===== src/rtl/gbar_collector.sv =====
`default_nettype none
// ============================================================================
// gbar_collector
//   Cluster global barrier collector: round-robin accepts per-core arrivals,
//   tracks per-id arrival masks and broadcasts a one-cycle release pulse.
//   Revision: 1.0
// ============================================================================
module gbar_collector #(
  parameter int NUM_CORES = 4,
  parameter int NUM_BARS  = 8,
  parameter int NB_W      = $clog2(NUM_BARS),
  parameter int NC_W      = (NUM_CORES > 1) ? $clog2(NUM_CORES) : 1
) (
  input  logic                      clk,
  input  logic                      reset,
  input  logic [NUM_CORES-1:0]      req_valid,
  input  logic [NUM_CORES*NB_W-1:0] req_id,
  input  logic [NUM_CORES*NC_W-1:0] req_size_m1,
  output logic [NUM_CORES-1:0]      req_ready,
  output logic                      rsp_valid,
  output logic [NB_W-1:0]           rsp_id,
  output logic                      dup_err
);

  localparam logic [NC_W-1:0] PTR_RST = NC_W'(NUM_CORES - 1);
  localparam logic [NC_W:0]   NC_L    = (NC_W+1)'(NUM_CORES);

  logic [NC_W-1:0]      ptr_q, ptr_d;
  logic [NUM_CORES-1:0] mask_q [NUM_BARS];
  logic [NUM_CORES-1:0] mask_d [NUM_BARS];
  logic                 rsp_valid_q, rsp_valid_d;
  logic [NB_W-1:0]      rsp_id_q, rsp_id_d;
  logic                 dup_err_q, dup_err_d;

  logic [NC_W:0]        cand_sum;
  logic [NC_W-1:0]      cand;
  logic                 found;
  logic [NC_W-1:0]      gnt_idx;
  logic [NUM_CORES-1:0] grant;

  // Search starts one past the last winner so every port gets a turn.
  always_comb begin
    found    = 1'b0;
    gnt_idx  = ptr_q;
    cand_sum = '0;
    cand     = '0;
    for (int k = 1; k <= NUM_CORES; k++) begin
      cand_sum = {1'b0, ptr_q} + (NC_W+1)'(k);
      if (cand_sum >= NC_L) begin
        cand_sum = cand_sum - NC_L;
      end
      cand = cand_sum[NC_W-1:0];
      if (!found && req_valid[cand]) begin
        found   = 1'b1;
        gnt_idx = cand;
      end
    end
    grant = found ? (NUM_CORES'(1) << gnt_idx) : '0;
  end

  assign req_ready = grant;

  logic [NB_W-1:0]      sel_id;
  logic [NC_W-1:0]      sel_size;
  logic [NUM_CORES-1:0] old_mask;
  logic [NUM_CORES-1:0] new_mask;
  logic [NC_W:0]        arrived;
  logic [NC_W:0]        needed;
  logic                 done;

  always_comb begin
    sel_id   = req_id[int'(gnt_idx)*NB_W +: NB_W];
    sel_size = req_size_m1[int'(gnt_idx)*NC_W +: NC_W];
    old_mask = mask_q[sel_id];
    new_mask = old_mask | grant;
    arrived  = '0;
    for (int j = 0; j < NUM_CORES; j++) begin
      arrived = arrived + (NC_W+1)'(new_mask[j]);
    end
    needed = (NC_W+1)'(sel_size) + (NC_W+1)'(1);
    // Overshoot means the cores disagree on size; release rather than hang.
    done   = (arrived >= needed);
  end

  always_comb begin
    mask_d      = mask_q;
    ptr_d       = ptr_q;
    rsp_valid_d = 1'b0;
    rsp_id_d    = rsp_id_q;
    dup_err_d   = dup_err_q;
    if (found) begin
      ptr_d          = gnt_idx;
      mask_d[sel_id] = done ? '0 : new_mask;
      if (|(old_mask & grant)) begin
        dup_err_d = 1'b1;
      end
      if (done) begin
        rsp_valid_d = 1'b1;
        rsp_id_d    = sel_id;
      end
    end
  end

  always_ff @(posedge clk) begin
    if (reset) begin
      ptr_q       <= PTR_RST;
      rsp_valid_q <= 1'b0;
      rsp_id_q    <= '0;
      dup_err_q   <= 1'b0;
      for (int b = 0; b < NUM_BARS; b++) begin
        mask_q[b] <= '0;
      end
    end else begin
      ptr_q       <= ptr_d;
      rsp_valid_q <= rsp_valid_d;
      rsp_id_q    <= rsp_id_d;
      dup_err_q   <= dup_err_d;
      for (int b = 0; b < NUM_BARS; b++) begin
        mask_q[b] <= mask_d[b];
      end
    end
  end

  assign rsp_valid = rsp_valid_q;
  assign rsp_id    = rsp_id_q;
  assign dup_err   = dup_err_q;

endmodule
`default_nettype wire


===== config.mk =====
export PLATFORM = sky130hd
export DESIGN_NAME = gbar_collector
export DESIGN_NICKNAME = d
export VERILOG_FILES = /design/src/rtl/gbar_collector.sv
export SDC_FILE = /design/constraint.sdc
export NUM_CORES = 1
export LEC_CHECK = 0
export ABC_AREA = 1
export CORE_MARGIN = 5
export CORE_UTILIZATION = 55
export DETAILED_ROUTE_END_ITERATION = 12
export HOLD_SLACK_MARGIN = 0.05
export PLACE_DENSITY = 0.8
export SYNTH_ARGS = -nofsm -noshare
export SYNTH_HDL_FRONTEND = slang
export SYNTH_SLANG_ARGS = --single-unit

===== constraint.sdc =====
create_clock -name clk -period 4.6 [get_ports clk]
set_input_delay 0.46 -clock clk [delete_from_list [all_inputs] [get_ports clk]]
set_output_delay 0.46 -clock clk [all_outputs]
set_load 0.01 [all_outputs]

* After elaboration in Yosys (flattened, before gate mapping)
Index checks and enable logic that the tools add are counted.
** Operators by class
- Reduce and logical (&&, ||, !) cells :: 11
- $lt $le $gt $ge :: 11
- Bitwise logic cells :: 4
- Shift-type cells :: 3
- Add/subtract/negate cells :: 12
- $mul :: 1
- Mux-type cells :: 29
** Operator list (number)
- bitwise mux 32 bit :: 1
- 2-to-1 mux 4 bit :: 5
- 2-to-1 mux 2 bit :: 8
- binary-select mux 4 bit (select 3 bit) :: 1
- demux 4 bit (select 3 bit) :: 1
- >= comparator 3 bit, second input constant :: 4
- less-than comparator 2 x 3 -> 1 bit, second input constant :: 4
- variable part select 12 x 5 -> 3 bit :: 1
- 2-to-1 mux 1 bit :: 9
- binary-select mux 1 bit (select 2 bit) :: 4
- variable part select 8 x 4 -> 2 bit :: 1
- subtractor 2 x 1 -> 2 bit, second input constant :: 4
- adder 2 x 1 -> 3 bit, second input constant :: 2
- adder 2 x 2 -> 3 bit, second input constant :: 2
- bitwise AND 4 bit :: 1
- >= comparator 4 bit, second input constant :: 1
- logical AND 1 bit :: 4
- less-than comparator 4 x 1 -> 1 bit, second input constant :: 1
- multiplier 2 x 2 -> 4 bit, second input constant :: 1
- inverter 3 -> 4 bit :: 1
- OR 4 bit :: 1
- AND reduction 2 bit :: 2
- OR reduction 4 bit :: 1
- left shift 1 x 2 -> 4 bit, first input constant :: 1
- 8 further kinds :: 10
** Word-level totals
- Output and inout bits :: 9
- Bits of input ports :: 26
- Register bits :: 39
- Logic and storage cells :: 83

* Depth between registers and ports, before layout
- Depth in word-level cells :: 28
- Depth in mapped cells :: 33
- Mapped depth without buffers :: 32

* Worst setup path after synthesis
Ideal clock, no wire load.
- Path type :: reg2reg
- Start :: register ptr_q[0]
- End :: register rsp_id_q[1] (netlist: rsp_id[1])
- Cell stages (with the launch flop) :: 31
- Path buffers :: 2
- Setup slack :: 0.388 ns
- Data required time :: 4.479 ns
- Period minus slack after synthesis :: 4.212 ns
- Arrival :: 4.091 ns
- Path through :: dfxtp_1 > buf_6 > inv_4 > nand2_1 > nand2_2 > nand2_1 > nand2_2 > nand2_2 > nand2_2 > nand2_2 > nand3_1 > nand2_1 > nand2_4 > buf_2 > nand3b_1 > nand2_1 > nand2_1 > nand2_1 > o22ai_4 > fa_1 > ha_1 > ha_1 > ha_1 > a21oi_1 > o21ai_0 > a31oi_1 > inv_1 > nand2_1 > inv_1 > o21ai_0 > a21oi_1
** Between the ends
- Cells in the longest elaborated chain, start to end :: 27
** Ends and longest elaborated chain
- start, declared :: line 28 : logic [NC_W-1:0] ptr_q, ptr_d;
- start signal, assigned :: line 114 : ptr_q <= ptr_d;
- adder 2 x 1 -> 3 bit :: line 48 : cand_sum = {1'b0, ptr_q} + (NC_W+1)'(k);
- >= comparator 3 bit or subtractor 2 x 1 -> 2 bit (tied branches) :: line 49, 50
- 2-to-1 mux 2 bit :: line 49 : if (cand_sum >= NC_L) begin
- binary-select mux 1 bit (select 2 bit) :: line 53 : if (!found && req_valid[cand]) begin
- 2-to-1 mux 1 bit (implied by the code) :: line 53
- 2-to-1 mux 1 bit :: line 53
- zero test 1 bit :: line 53
- logical AND 1 bit :: line 53
- [10 not listed]
- binary-select mux 4 bit (select 3 bit) :: line 74 : old_mask = mask_q[sel_id];
- 2-to-1 mux 4 bit (implied by the code) (2 in series) :: line 74
- OR 4 bit :: line 75 : new_mask = old_mask | grant;
- adder 1 x 1 -> 2 bit :: line 78 : arrived = arrived + (NC_W+1)'(new_mask[j]);
- adder 2 x 1 -> 3 bit :: line 78
- adder 3 x 1 -> 3 bit :: line 78
- >= comparator 3 bit :: line 82 : done = (arrived >= needed);
- AND reduction 2 bit (no line)
- end signal, assigned :: line 116 : rsp_id_q <= rsp_id_d;
- end, declared :: line 32 : logic [NB_W-1:0] rsp_id_q, rsp_id_d;
Several ways; a longest one is shown, not always the timed one. The select of a mux whose other input is x is not followed.
A chain may end at the register's enable or synchronous reset.

* Worst setup path in the final report
- Start :: input port req_valid[0]
- End :: register rsp_id_q[0] (netlist: rsp_id[0])
** Between the ends
- Cells in the longest elaborated chain, start to end :: 24
** Ends and longest elaborated chain
- start, declared :: line 16 : input logic [NUM_CORES-1:0] req_valid,
- binary-select mux 1 bit (select 2 bit) :: line 53
- 2-to-1 mux 1 bit (implied by the code) :: line 53
- 2-to-1 mux 1 bit :: line 53
- zero test 1 bit :: line 53
- logical AND 1 bit :: line 53
- 2-to-1 mux 1 bit :: line 53
- zero test 1 bit :: line 53
- logical AND 1 bit :: line 53
- [7 not listed]
- binary-select mux 4 bit (select 3 bit) :: line 74
- 2-to-1 mux 4 bit (implied by the code) (2 in series) :: line 74
- OR 4 bit :: line 75
- adder 1 x 1 -> 2 bit :: line 78
- adder 2 x 1 -> 3 bit :: line 78
- adder 3 x 1 -> 3 bit :: line 78
- >= comparator 3 bit :: line 82
- AND reduction 2 bit (no line)
Several ways; a longest one is shown, not always the timed one. The select of a mux whose other input is x is not followed.

==> flow_summary.html <==
<table>
<tr><th>Metric</th><th>Value</th></tr>
<tr><th colspan="2">Status</th></tr>
<tr><td>Outcome</td><td>finished clean</td></tr>
<tr><th colspan="2">Critical path</th></tr>
<tr><td>Highest net fanout along the worst path</td><td>10</td></tr>
<tr><td>CP endpoint kind</td><td>flip-flop</td></tr>
<tr><td>Most Frequent Cell on Critical Path</td><td>sky130_fd_sc_hd__nand2_1</td></tr>
<tr><td>Reg2reg setup slack</td><td>0.22 ns</td></tr>
<tr><td>Peak per-stage delay on the critical path</td><td>0.49 ns</td></tr>
<tr><td>Reg2reg end</td><td>rsp_id[0]$_SDFFE_PP0P_</td></tr>
<tr><td>Start of the worst register-to-register path</td><td>ptr_q[0]$_SDFFE_PP1P_</td></tr>
<tr><td>Worst EP arrival</td><td>4.61 ns</td></tr>
<tr><td>Capturing instance or port of the critical path</td><td>rsp_id[0]$_SDFFE_PP0P_</td></tr>
<tr><td>Start point of the critical path</td><td>req_valid[0]</td></tr>
<tr><td>Crit path max-delay cell type</td><td>sky130_fd_sc_hd__fa_1</td></tr>
<tr><td>Count of cells along the worst register-to-register path</td><td>33</td></tr>
<tr><td>Kind of critical path</td><td>in2reg</td></tr>
<tr><td>Critical Path RT</td><td>4.80 ns</td></tr>
<tr><td>CP startpoint kind</td><td>input pin</td></tr>
<tr><th colspan="2">Drt</th></tr>
<tr><td>DRC Markers</td><td>0</td></tr>
<tr><td>Pre-Repair DR Iteration Count</td><td>5</td></tr>
<tr><td>Wire per inst</td><td>14.8 µm</td></tr>
<tr><td>Overall via count from detail_route</td><td>2710</td></tr>
<tr><td>Number of routed nets with antenna violations</td><td>0</td></tr>
<tr><td>Total wire length after detailed routing</td><td>7070 µm</td></tr>
<tr><td>Initial drt markers</td><td>222</td></tr>
<tr><td>Vias per std cell</td><td>5.67</td></tr>
<tr><th colspan="2">Clock tree</th></tr>
<tr><td>H-tree levels</td><td>2</td></tr>
<tr><td>Longest Clk Path Bufs</td><td>2</td></tr>
<tr><td>Clock sink count</td><td>39</td></tr>
<tr><td>Root cell of the clock tree</td><td>sky130_fd_sc_hd__clkbuf_8</td></tr>
<tr><td>Clock Latency Late Sink</td><td>0.30 ns</td></tr>
<tr><td>CTS tree</td><td>done</td></tr>
<tr><td>Clock transition at the register clock pins on the worst setup and hold paths after CTS</td><td>0.08 ns</td></tr>
<tr><td>Number of CTS-inserted buffers</td><td>5</td></tr>
<tr><th colspan="2">Timing</th></tr>
<tr><td>Final Hold Vio Count</td><td>0</td></tr>
<tr><td>Final Critical Period</td><td>4.41 ns</td></tr>
<tr><td>Count of pins over their slew limit</td><td>0</td></tr>
<tr><td>Tightest Pin Transition</td><td>0.935 ns</td></tr>
<tr><td>Setup Total Neg Slack</td><td>0 ns</td></tr>
<tr><td>Worst slew slack as a fraction of its limit</td><td>37.6%</td></tr>
<tr><td>Fin Clk Skew</td><td>0.0107 ns</td></tr>
<tr><td>Maximum frequency from static timing analysis</td><td>227 MHz</td></tr>
<tr><td>Final setup viols</td><td>0</td></tr>
<tr><td>Final worst-path cycle share</td><td>95.9%</td></tr>
<tr><th colspan="2">Flow run</th></tr>
<tr><td>Reported max-cap violation count</td><td>0</td></tr>
<tr><th colspan="2">Synthesis</th></tr>
<tr><td>Asr flop ratio synth</td><td>0%</td></tr>
<tr><td>Synth Area in Compound Gates</td><td>19.9%</td></tr>
<tr><td>Net count of the mapped netlist</td><td>406</td></tr>
<tr><td>Adder-cell share of the synthesized area</td><td>3.84%</td></tr>
<tr><td>Xor/xnor cell area share of the yosys netlist</td><td>0%</td></tr>
<tr><td>Post-synth EDFFs</td><td>0</td></tr>
<tr><td>Mean instance size in the synthesized netlist</td><td>6.64 µm²</td></tr>
<tr><td>Simple-gate share of the synthesized area</td><td>36.2%</td></tr>
<tr><td>Biggest area contributors in the synthesized netlist</td><td>sky130_fd_sc_hd__dfxtp_1, sky130_fd_sc_hd__nand2_1, sky130_fd_sc_hd__o21ai_0</td></tr>
<tr><td>Most common library cells after synthesis</td><td>sky130_fd_sc_hd__nand2_1, sky130_fd_sc_hd__dfxtp_1, sky130_fd_sc_hd__o21ai_0</td></tr>
<tr><td>Share of cell area taken by muxes after synthesis</td><td>0%</td></tr>
<tr><td>Netlist area before placement</td><td>2480 µm²</td></tr>
<tr><td>Dominant combinational cell family by area after synthesis</td><td>simple AND/OR/NAND/NOR gates</td></tr>
<tr><td>Count of distinct cell types in the synthesized netlist</td><td>30</td></tr>
<tr><td>Most instantiated library cell after synthesis</td><td>sky130_fd_sc_hd__nand2_1</td></tr>
<tr><td>Sequential element share of the synthesized area</td><td>31.5%</td></tr>
<tr><td>Ys flop type</td><td>sky130_fd_sc_hd__dfxtp_1</td></tr>
<tr><td>Gate Count Post-Synth</td><td>373</td></tr>
<tr><td>Fraction of synthesized cell area taken by the top area cell type</td><td>31.5%</td></tr>
<tr><td>Cell accounting for the most synthesized area</td><td>sky130_fd_sc_hd__dfxtp_1</td></tr>
<tr><td>Register bit total from synthesis</td><td>39</td></tr>
<tr><td>Count of warnings emitted by yosys</td><td>0</td></tr>
<tr><th colspan="2">Floorplan</th></tr>
<tr><td>Core region area</td><td>4350 µm²</td></tr>
<tr><td>I/O pin cnt</td><td>35</td></tr>
<tr><td>Die extent in x</td><td>77.1 µm</td></tr>
<tr><td>Count of standard-cell rows</td><td>24</td></tr>
<tr><td>Starting density of the core</td><td>56.9%</td></tr>
<tr><td>Die height</td><td>77.1 µm</td></tr>
<tr><td>Die outline area</td><td>5940 µm²</td></tr>
<tr><th colspan="2">Place</th></tr>
<tr><td>Global placer's final weighted congestion</td><td>0.953</td></tr>
<tr><td>Placed cell areas</td><td>2970 µm²</td></tr>
<tr><td>Count of buffers from port buffering</td><td>34</td></tr>
<tr><td>DP Wirelength</td><td>4890 µm</td></tr>
<tr><th colspan="2">Global routing</th></tr>
<tr><td>Pin count of the biggest net entering global routing</td><td>38</td></tr>
<tr><td>Wire length of the first global-routing pass</td><td>11000 µm</td></tr>
<tr><td>Overall routing resource usage</td><td>22.5%</td></tr>
<tr><td>Antenna violations before repair</td><td>0</td></tr>
<tr><td>Number of global-route vias before repair</td><td>2394</td></tr>
<tr><td>Aggregate global routing overflow</td><td>0</td></tr>
<tr><th colspan="2">Hold path</th></tr>
<tr><td>Startpoint of the most critical hold path</td><td>dup_err$_SDFFE_PP0P_</td></tr>
<tr><td>Kind of path behind the tightest hold check</td><td>reg2reg</td></tr>
<tr><th colspan="2">Final layout</th></tr>
<tr><td>Final design area excluding fillers</td><td>3260 µm²</td></tr>
<tr><td>Total inserted antenna cells</td><td>0</td></tr>
<tr><td>Area growth from synthesis to final layout</td><td>31.8%</td></tr>
<tr><td>Filler instances</td><td>336</td></tr>
<tr><td>Final-stage net count</td><td>458</td></tr>
<tr><td>Share of cells above drive strength 1</td><td>23.9%</td></tr>
</table>
registers in the layout, indices dropped and copies added (netlist names):
name / cells
dup_err: 1
rsp_id: 3
rsp_valid: 1
ptr_q: 2
mask_q: 32
what timing repair did:
action	CTS	global route
gates resized for setup	1	39
buffers inserted	0	2
endpoints found under the setup margin	1	36
pin swaps	0	6
hold buffers	0	0
worst max-delay path, delay by kind of cell:
family / cells / cell delay [ns]
simple gates: 20 / 1.58
fa+ha+maj: 4 / 1.11
buf+inv: 4 / 0.85
compound gates: 4 / 0.59
per-stage QoR:
stage	utilization, %	std cells	setup slack (ns)	hold slack [ns]
2_1_floorplan	-	373	0.388	0.468
3_3_place_gp	68.2	468	-0.112	0.441
3_5_place_dp	68.2	468	-0.256	0.443
4_1_cts	70.9	476	0.0486	0.455
5_1_grt	74.9	478	-0.129	0.484
6_report	74.9	478	0.189	0.453
area by class of cell:
class	count	area, µm²	share of cell area, %
repair buffers	52	499	15.3
well taps	52	65.1	1.99
clock buffers	6	82.6	2.53
clock inverters	2	35.0	1.07
flip-flops and latches	39	785	24.0
multi-input cells	284	1630	50.0
inverters	43	166	5.10
placed cells by master (no fill, tap or decap), drive strengths merged:
cell / synthesis / routed
a22o: 1 / 1
nand3b: 5 / 5
nor2: 26 / 26
inv: 43 / 43
o21ai: 41 / 41
ha: 6 / 6
o22ai: 1 / 1
buf: 4 / 18
clkbuf: 3 / 6
nand4: 1 / 1
o221ai: 1 / 1
nor3: 1 / 1
bufinv: 0 / 1
clkinv: 0 / 1
a21oi: 37 / 37
a31oi: 2 / 2
nand3: 26 / 26
nand2: 134 / 134
fa: 1 / 1
dfxtp: 39 / 39
clkdlybuf4s50: 0 / 34
a22oi: 1 / 1
cells by family (layout without fill, tap and decap cells):
group,after synthesis,after routing
AND/OR/NAND/NOR,193,193
AO/OA/AOI/OAI,84,84
buffers and inverters,50,103
flip-flops,39,39
adder cells (fa/ha/maj),7,7
per-layer routing:
metal | global-route usage (%) | vias up | wire length [µm]
met5 | 0 | - | 0
met4 | 6.53 | 0 | 110
met3 | 5.62 | 16 | 584
met2 | 36.2 | 122 | 3470
met1 | 29.7 | 1255 | 2910
li1 | - | 1317 | -
worst min path at each step:
stage	end	slack [ns]	cells after the start
6_report	dup_err$_SDFFE_PP0P_	0.45	2
4_1_cts	dup_err$_SDFFE_PP0P_	0.46	2
3_3_place_gp	dup_err$_SDFFE_PP0P_	0.44	2
3_5_place_dp	dup_err$_SDFFE_PP0P_	0.44	2
5_1_grt	dup_err$_SDFFE_PP0P_	0.48	2
2_1_floorplan	dup_err$_SDFFE_PP0P_	0.47	2
Power is not shown: default switching activity piles up to over one toggle a cycle in this logic, so the estimate is an artifact.
